--- src/rtl/boy_bus_ctrl.sv ---
// Bus controller between the cpu core and the external bus: high-RAM window,
// OAM DMA register/engine, and external passthrough with CPU lock-out during DMA.
module boy_bus_ctrl #(
    parameter int          HRAM_AW  = 7,
    parameter logic [15:0] DMA_ADDR = 16'hFF46,
    parameter logic [15:0] DMA_DST  = 16'hFE00,
    parameter int          DMA_LEN  = 160,
    parameter int          DMA_CYC  = 4
) (
    input  logic        clk,
    input  logic        rst,
    input  logic [15:0] cpu_a,
    input  logic [7:0]  cpu_dout,
    output logic [7:0]  cpu_din,
    input  logic        cpu_rd,
    input  logic        cpu_wr,
    output logic [15:0] a,
    output logic [7:0]  dout,
    input  logic [7:0]  din,
    output logic        rd,
    output logic        wr,
    output logic        cs,
    output logic        dma_active
);

    localparam int              PH_W       = $clog2(DMA_CYC);
    localparam logic [PH_W-1:0] PH_HALF    = PH_W'(DMA_CYC / 2);
    localparam logic [PH_W-1:0] PH_HALF_M1 = PH_W'(DMA_CYC / 2 - 1);
    localparam logic [PH_W-1:0] PH_LAST    = PH_W'(DMA_CYC - 1);
    localparam logic [7:0]      IDX_LAST   = 8'(DMA_LEN - 1);

    typedef enum logic [1:0] {
        S_IDLE,
        S_START,
        S_COPY
    } state_t;

    state_t            state_q, state_d;
    logic [7:0]        idx_q, idx_d;
    logic [PH_W-1:0]   phase_q, phase_d;
    logic [7:0]        dma_reg_q, dma_reg_d;
    logic [15:0]       src_q, src_d;
    logic [7:0]        buf_q, buf_d;
    logic [7:0]        hram_rdata_q, hram_rdata_d;
    logic [7:0]        hram_mem [2**HRAM_AW];

    logic              hram_hit;
    logic              dma_hit;
    logic              ext_hit;
    logic              dma_wr;
    logic              hram_rd;
    logic [HRAM_AW-1:0] hram_addr;
    logic [15:0]       rd_addr;
    logic [15:0]       wr_addr;

    // Decode priority: high RAM, then the DMA register, then the external bus.
    assign hram_hit  = &cpu_a[15:HRAM_AW];
    assign dma_hit   = !hram_hit && (cpu_a == DMA_ADDR);
    assign ext_hit   = !hram_hit && !dma_hit;
    assign dma_wr    = dma_hit && cpu_wr;
    assign hram_rd   = hram_hit && cpu_rd && !cpu_wr;
    assign hram_addr = cpu_a[HRAM_AW-1:0];

    assign dma_active = (state_q != S_IDLE);
    assign rd_addr    = src_q + {8'h00, idx_q};
    assign wr_addr    = DMA_DST + {8'h00, idx_q};

    always_comb begin
        state_d   = state_q;
        idx_d     = idx_q;
        phase_d   = phase_q;
        src_d     = src_q;
        buf_d     = buf_q;
        dma_reg_d = dma_reg_q;
        if (dma_wr) begin
            dma_reg_d = cpu_dout;
        end
        case (state_q)
            S_IDLE: begin
                if (dma_wr) begin
                    state_d = S_START;
                end
            end
            S_START: begin
                src_d   = {dma_reg_q, 8'h00};
                idx_d   = 8'h00;
                phase_d = '0;
                state_d = dma_wr ? S_START : S_COPY;
            end
            S_COPY: begin
                // A new register write abandons the byte in flight.
                if (dma_wr) begin
                    state_d = S_START;
                end else begin
                    if (phase_q == PH_HALF_M1) begin
                        buf_d = din;
                    end
                    if (phase_q == PH_LAST) begin
                        phase_d = '0;
                        if (idx_q == IDX_LAST) begin
                            state_d = S_IDLE;
                        end else begin
                            idx_d = idx_q + 8'd1;
                        end
                    end else begin
                        phase_d = phase_q + 1'b1;
                    end
                end
            end
            default: state_d = S_IDLE;
        endcase
    end

    always_ff @(posedge clk) begin
        if (!rst) begin
            state_q   <= S_IDLE;
            idx_q     <= 8'h00;
            phase_q   <= '0;
            dma_reg_q <= 8'h00;
        end else begin
            state_q   <= state_d;
            idx_q     <= idx_d;
            phase_q   <= phase_d;
            dma_reg_q <= dma_reg_d;
        end
    end

    always_ff @(posedge clk) begin
        src_q <= src_d;
        buf_q <= buf_d;
    end

    // High RAM keeps its contents across reset and stays usable during DMA.
    always_comb begin
        hram_rdata_d = hram_rdata_q;
        if (hram_rd) begin
            hram_rdata_d = hram_mem[hram_addr];
        end
    end

    always_ff @(posedge clk) begin
        hram_rdata_q <= hram_rdata_d;
        if (hram_hit && cpu_wr) begin
            hram_mem[hram_addr] <= cpu_dout;
        end
    end

    always_comb begin
        a    = cpu_a;
        dout = 8'h00;
        rd   = 1'b0;
        wr   = 1'b0;
        case (state_q)
            S_START: begin
                a = {dma_reg_q, 8'h00};
            end
            S_COPY: begin
                if (phase_q < PH_HALF) begin
                    a  = rd_addr;
                    rd = 1'b1;
                end else begin
                    a    = wr_addr;
                    dout = buf_q;
                    wr   = 1'b1;
                end
            end
            default: begin
                if (ext_hit) begin
                    dout = cpu_dout;
                    rd   = cpu_rd;
                    wr   = cpu_wr;
                end
            end
        endcase
    end

    assign cs = rd | wr;

    always_comb begin
        cpu_din = din;
        if (hram_hit) begin
            cpu_din = hram_rdata_q;
        end else if (dma_hit) begin
            cpu_din = dma_reg_q;
        end else if (dma_active) begin
            cpu_din = 8'hFF;
        end
    end

endmodule

--- config.mk ---
export PLATFORM = sky130hd
export DESIGN_NAME = boy_bus_ctrl
export DESIGN_NICKNAME = d
export VERILOG_FILES = /design/src/rtl/boy_bus_ctrl.sv
export SDC_FILE = /design/constraint.sdc
export NUM_CORES = 1
export LEC_CHECK = 0
export ABC_CLOCK_PERIOD_IN_PS = 2360
export BUFFER_PORTS_ARGS = -buffer_cell sky130_fd_sc_hd__buf_4
export CORE_AREA = 2 2 313 315
export DETAILED_ROUTE_END_ITERATION = 6
export DIE_AREA = 0 0 315 317
export PLACE_DENSITY = 0.67
export SLEW_MARGIN = 20
export SYNTH_ARGS = -nofsm -noshare
export SYNTH_HDL_FRONTEND = slang
export SYNTH_SLANG_ARGS = --single-unit
--- constraint.sdc ---
create_clock -name clk -period 2.36 [get_ports clk]
set_clock_uncertainty 0.1 [all_clocks]
set_input_delay 0.236 -clock clk [delete_from_list [all_inputs] [get_ports clk]]
set_output_delay 0.236 -clock clk [all_outputs]
set_load 0.02 [all_outputs]
; After elaboration in Yosys (flattened, before gate mapping)
; Memory sizes are Yosys's and may differ from the RTL's. A register that Yosys moved wholly into a read port is not among the register bits.
; Cells that the tools add are included.
[word_totals]
elab_cells = 72
output_inout_bits = 36
ram_bits = 1024
latchBits = 0
mem_count = 1
regBits = 36
mem_bits_ro = 0
inputBits = 36
[op_classes]
n_reduce_logical = 17
shifts = 0
n_bitwise = 2
magnitude_cmp = 1
eq_ne = 12
multipliers = 0
muxes = 29
n_div = 0
n_addsub = 4
[mem_list]
columns = name, depth, word_bits, rd, rd_clocked_by_memory_dff, wr, line
row1 = hram_mem, 128, 8, 1, 1, 1, 45  ; logic [7:0] hram_mem [2**HRAM_AW];
[op_table]
columns = cell, n
row1 = 2-to-1 mux 8 bit, 8
row2 = case mux 16 bit (2 select lines), 1
row3 = case mux 8 bit (2 select lines), 2
row4 = adder 16 x 8 -> 16 bit, 1
row5 = "== test 16 bit, second input constant", 1
row6 = 2-to-1 mux 16 bit, 1
row7 = 2-to-1 mux 2 bit, 7
row8 = "adder 10 x 9 -> 11 bit, first input constant", 1
row9 = AND reduction 9 bit, 1
row10 = "adder 8 x 1 -> 8 bit, second input constant", 1
row11 = "== test 8 bit, second input constant", 1
row12 = "!= test 2 bit, second input constant", 4
row13 = logical AND 1 bit, 6
row14 = 2-to-1 mux 1 bit, 6
row15 = "!= test 3 bit, second input constant", 2
row16 = case mux 2 bit (3 select lines), 1
row17 = AND reduction 3 bit, 2
row18 = "== test 2 x 1 -> 1 bit, second input constant", 2
row19 = "== test 2 bit, second input constant", 2
row20 = case mux 1 bit (2 select lines), 2
row21 = case mux 2 bit (2 select lines), 1
row22 = AND reduction 4 bit, 1
row23 = nonzero test 2 bit, 2
row24 = logical NOT 1 bit, 3
row25 = 6 further kinds, 6

; Depth between registers and ports, before layout
[depth]
depth_word = 8
mapped_depth = 12
ltp_nobuf = 7

; Worst setup path before layout
; OpenSTA, ideal clock, no wires.
[synth_path]
path_type = input port to flip-flop
from = input cpu_a[2]
to = memory hram_mem[115][0] (enable)
setup_time_ns = 0.370
t_arrival_ns = 2.023
slack_ns = -0.133
n_path_buf = 7
required_ns = 1.890
cell_stages = 10
path_cell_list = buf_6 > buf_6 > buf_6 > buf_4 > buf_4 > buf_2 > nor2_1 > nand2_1 > clkbuf_1 > nor2_1
[synth_lines]
columns = item, line
row1 = start: declaration, 12  ; input logic [15:0] cpu_a,
row2 = end: declaration, 45
; No word-level cell before the write port.

; Worst setup path in the final report
[layout_path]
from = input cpu_a[1]
to = output cpu_din[4]
[layout_via]
elab_chain_cells = 4
[layout_lines]
columns = item, line
row1 = == test 16 bit, 58  ; assign dma_hit = !hram_hit && (cpu_a == DMA_ADDR);
row2 = logical AND 1 bit, 58
row3 = 2-to-1 mux 8 bit, 183  ; end else if (dma_hit) begin
row4 = 2-to-1 mux 8 bit, 181  ; if (hram_hit) begin
row5 = end: declaration, 14  ; output logic [7:0] cpu_din,
; Every way passes these cells.

==> results by group <==
Clocking
  – CTS max path bufs: 3
  – CTS Sinks: 1068
  – CTS tree: built
  – Max H-tree Level: 3
  – Clock transition at path regs: 0.06 ns
  – Root buf cell: clkbuf_16
  – Worst-Skew Late Latency: 0.70 ns
  – TritonCTS buffer count: 107

Timing
  – Period utilization: 104%
  – Max-slew headroom: 36.2%
  – # setup viols final: 29
  – FMAX: 407 MHz
  – Crit path setup slack, layout: -0.0970 ns
  – Setup_tns: -1.07 ns
  – Fin crit period: 2.46 ns
  – Max-slew violations: 0
  – Final hold vios: 0
  – Hold WS: 0.0443 ns
  – RSZ-0062 raised after global routing: true
  – Tightest Pin Transition: 0.949 ns

Critical path
  – CP Cell Sequence: clkbuf_16, or4bb_4, nor4_4, or2_4, a21oi_2, a221o_1, buf_6
  – Type of the worst setup path: in2out
  – Worst r2r src: hram_mem[20][0]
  – Required @ worst endpoint: 2.02 ns
  – Reg2Reg Setup Slack: -0.02 ns
  – Setup crit end kind: primary output
  – Slowest CP cell: or4bb_4
  – Worst Reg-to-Reg Cells: 7
  – Worst setup SP type: input port
  – Worst reg2reg endpoint: hram_rdata_q[0]
  – Worst stage delay on the critical path: 0.56 ns
  – CP Max Fanout: 5
  – WP data arrival: 2.12 ns

Logic synthesis
  – Commonest cells post-synth: edfxtp_1 (1048), nor2_1 (199), nand2_1 (122)
  – Mapped cell area: 43100 um^2
  – Gate Count Post-Synth: 2696
  – Cell variety after synth: 84
  – Avg Synthesized Cell Area: 16.0 um^2
  – Post-synth ARST share: 0%
  – Post-synth net total: 2739
  – Top cell type's share of synthesized area: 73.0%
  – Register area share after synthesis: 74.0%
  – Largest cells by area after synthesis: edfxtp_1 (73%), mux2i_1 (2.6%), a221oi_1 (2.4%), mux2_2 (2.2%), nor2_1 (1.7%)
  – Warning count from the yosys run: 0
  – Top_reg_cell synth: edfxtp_1
  – EDFF count, synth: 1048
  – Yosys reg bits: 1068
  – Yosys top cell by area: edfxtp_1
  – Most common cell in the netlist: edfxtp_1

Die
  – Core Box Area: 96300 um^2
  – Site Rows: 114
  – Initial Utilization: 44.7%
  – Die area: 99900 um^2
  – # IOs: 72
  – Die X: 315 um
  – Die Y: 317 um

Power
  – Power density cells: 754 nW/um^2
  – VDD IR max: 0.000627 V
  – P_leak: 18.8 nW

Route
  – Vias after detailed routing: 30.2k
  – Post-detailed-routing wire length: 147000 um
  – DR iter-0 viols: 5130
  – 1st-pass router iterations: 5
  – Avg WL per Cell: 31.5 um
  – Post-route ant nets: 0
  – Residual DRC count: 0
  – Vias/cell: 6.44

Global routing
  – Vias in the first global route: 29.4k
  – Global route overflow: 0
  – First-pass GRT wire length: 209000 um
  – Initial antenna violation count: 4
  – GRT Util Overall: 29.0%
  – Pin count of the biggest net entering global routing: 89

Layout
  – Multi-input logic area: 10700 um^2
  – Share of layout cells above drive strength 1: 32.1%
  – Nets: 3365
  – Number of fill cells: 7206
  – Synth-to-Final Area Change: 26.7%
  – Sequential Area: 31900 um^2
  – Finished Core Util: 56.7%

Flow run
  – # Max-Cap Violations: 0

Placed design
  – Port Buffer Count: 71
  – Worst slack, placed: -1.11 ns
  – RePlAce Congestion: 0.983
  – DP Wirelength: 97700 um

Worst hold path
  – Worst hold path type: in2reg
  – Hold depth: 1
  – Min-Delay Endpoint: hram_mem[104][2]
  – Min-delay src: cpu_dout[2]

Run status
  – Failing checks: setup timing
  – Status: finished with violations
-- worst max path at each step --
stage                               start  cells past startpoint          endpoint
after floorplan                  cpu_a[2]                     10  hram_mem[115][0]
after global placement           cpu_a[1]                      9   hram_rdata_q[2]
after detailed placement         cpu_a[2]                      8   hram_rdata_q[0]
after CTS                 hram_mem[67][0]                      7   hram_rdata_q[0]
after global routing             cpu_a[1]                      7        cpu_din[4]
final                            cpu_a[1]                      7        cpu_din[4]
-- layout by cell type, fill, tap and decap left out, types with 26 or more instances in the layout --
cell type	count
o221ai_1	27
buf_6	37
mux2_2	83
a22oi_1	87
nand2_1	121
edfxtp_1	1048
a21oi_1	100
o21ai_0	65
buf_12	76
o22ai_1	26
a22o_1	26
mux2i_1	112
buf_4	574
nor2_1	180
clkbuf_16	114
a221oi_1	111
-- metrics by stage --
step	power (W)	std cells	instance area, um^2
finish	0.0411	4683	54600
global route	0.0420	4681	54600
global placement	0.0242	4435	49600
CTS	0.0411	4666	54200
detailed placement	0.0242	4435	49600
floorplan	0.0224	2696	43100
-- per-layer routing --
metal / global-route usage [%] / vias to the layer above / share of wire [%]
met1: 39.1 / 15100 / 36
met3: 7.83 / 469 / 14
met2: 44.6 / 2449 / 45
met4: 12.1 / 4 / 4.8
met5: 0 / - / 0.014
li1: - / 12200 / -
-- power breakdown --
group / leakage, nW / internal (W) / switching [W]
sequential: 9.59 / 0.0208 / 0.000000157
combinational: 7.48 / 0.00129 / 0.00201
clock: 1.72 / 0.00986 / 0.00717
total: 18.8 / 0.0320 / 0.00918
-- state kept, by name, summed over array words and instances (netlist names) --
| signal | cells |
|---|---|
| dma_reg_q | 8 |
| buf_q | 8 |
| phase_q | 2 |
| hram_mem | 1024 |
| idx_q | 8 |
| src_q | 8 |
| state_q | 2 |
| hram_rdata_q | 8 |
-- final cells by class --
cell class	instances	area share [%]
repair buffers	717	12.4
flip-flops and latches	1068	58.4
clock buffers	134	5.30
multi-input cells	1402	19.7
clock inverters	58	1.10
well taps	1276	2.92
inverters	26	0.186
diodes	2	0.00917
-- critical path: cells and delay by family --
family | cells | cell delay (ns)
buf+inv | 2 | 0.28
compound gates | 2 | 0.38
simple gates | 3 | 1.23
-- kinds of logic (layout without fill, tap and decap cells) --
logic type | count (synthesis) | after routing | share of synthesized area (%)
mux | 223 | 223 | 6.08
fa+ha+maj | 7 | 7 | 0.203
compound gates | 705 | 705 | 12.1
simple gates | 464 | 467 | 4.95
other cells | 0 | 2 | 0
buf+inv | 229 | 935 | 2.66
flops | 1068 | 1068 | 74.0
-- timing repair --
action | 4_1_cts | 5_1_grt
gates resized for setup | 138 | 64
pin swaps | 31 | 45
hold buffers | 16 | 0
setup endpoints to repair | 42 | 42
cloned | 10 | 4
buffers inserted | 14 | 16
endpoints found under the hold margin | 139 | 0
Power figures use the tool's default switching activity.
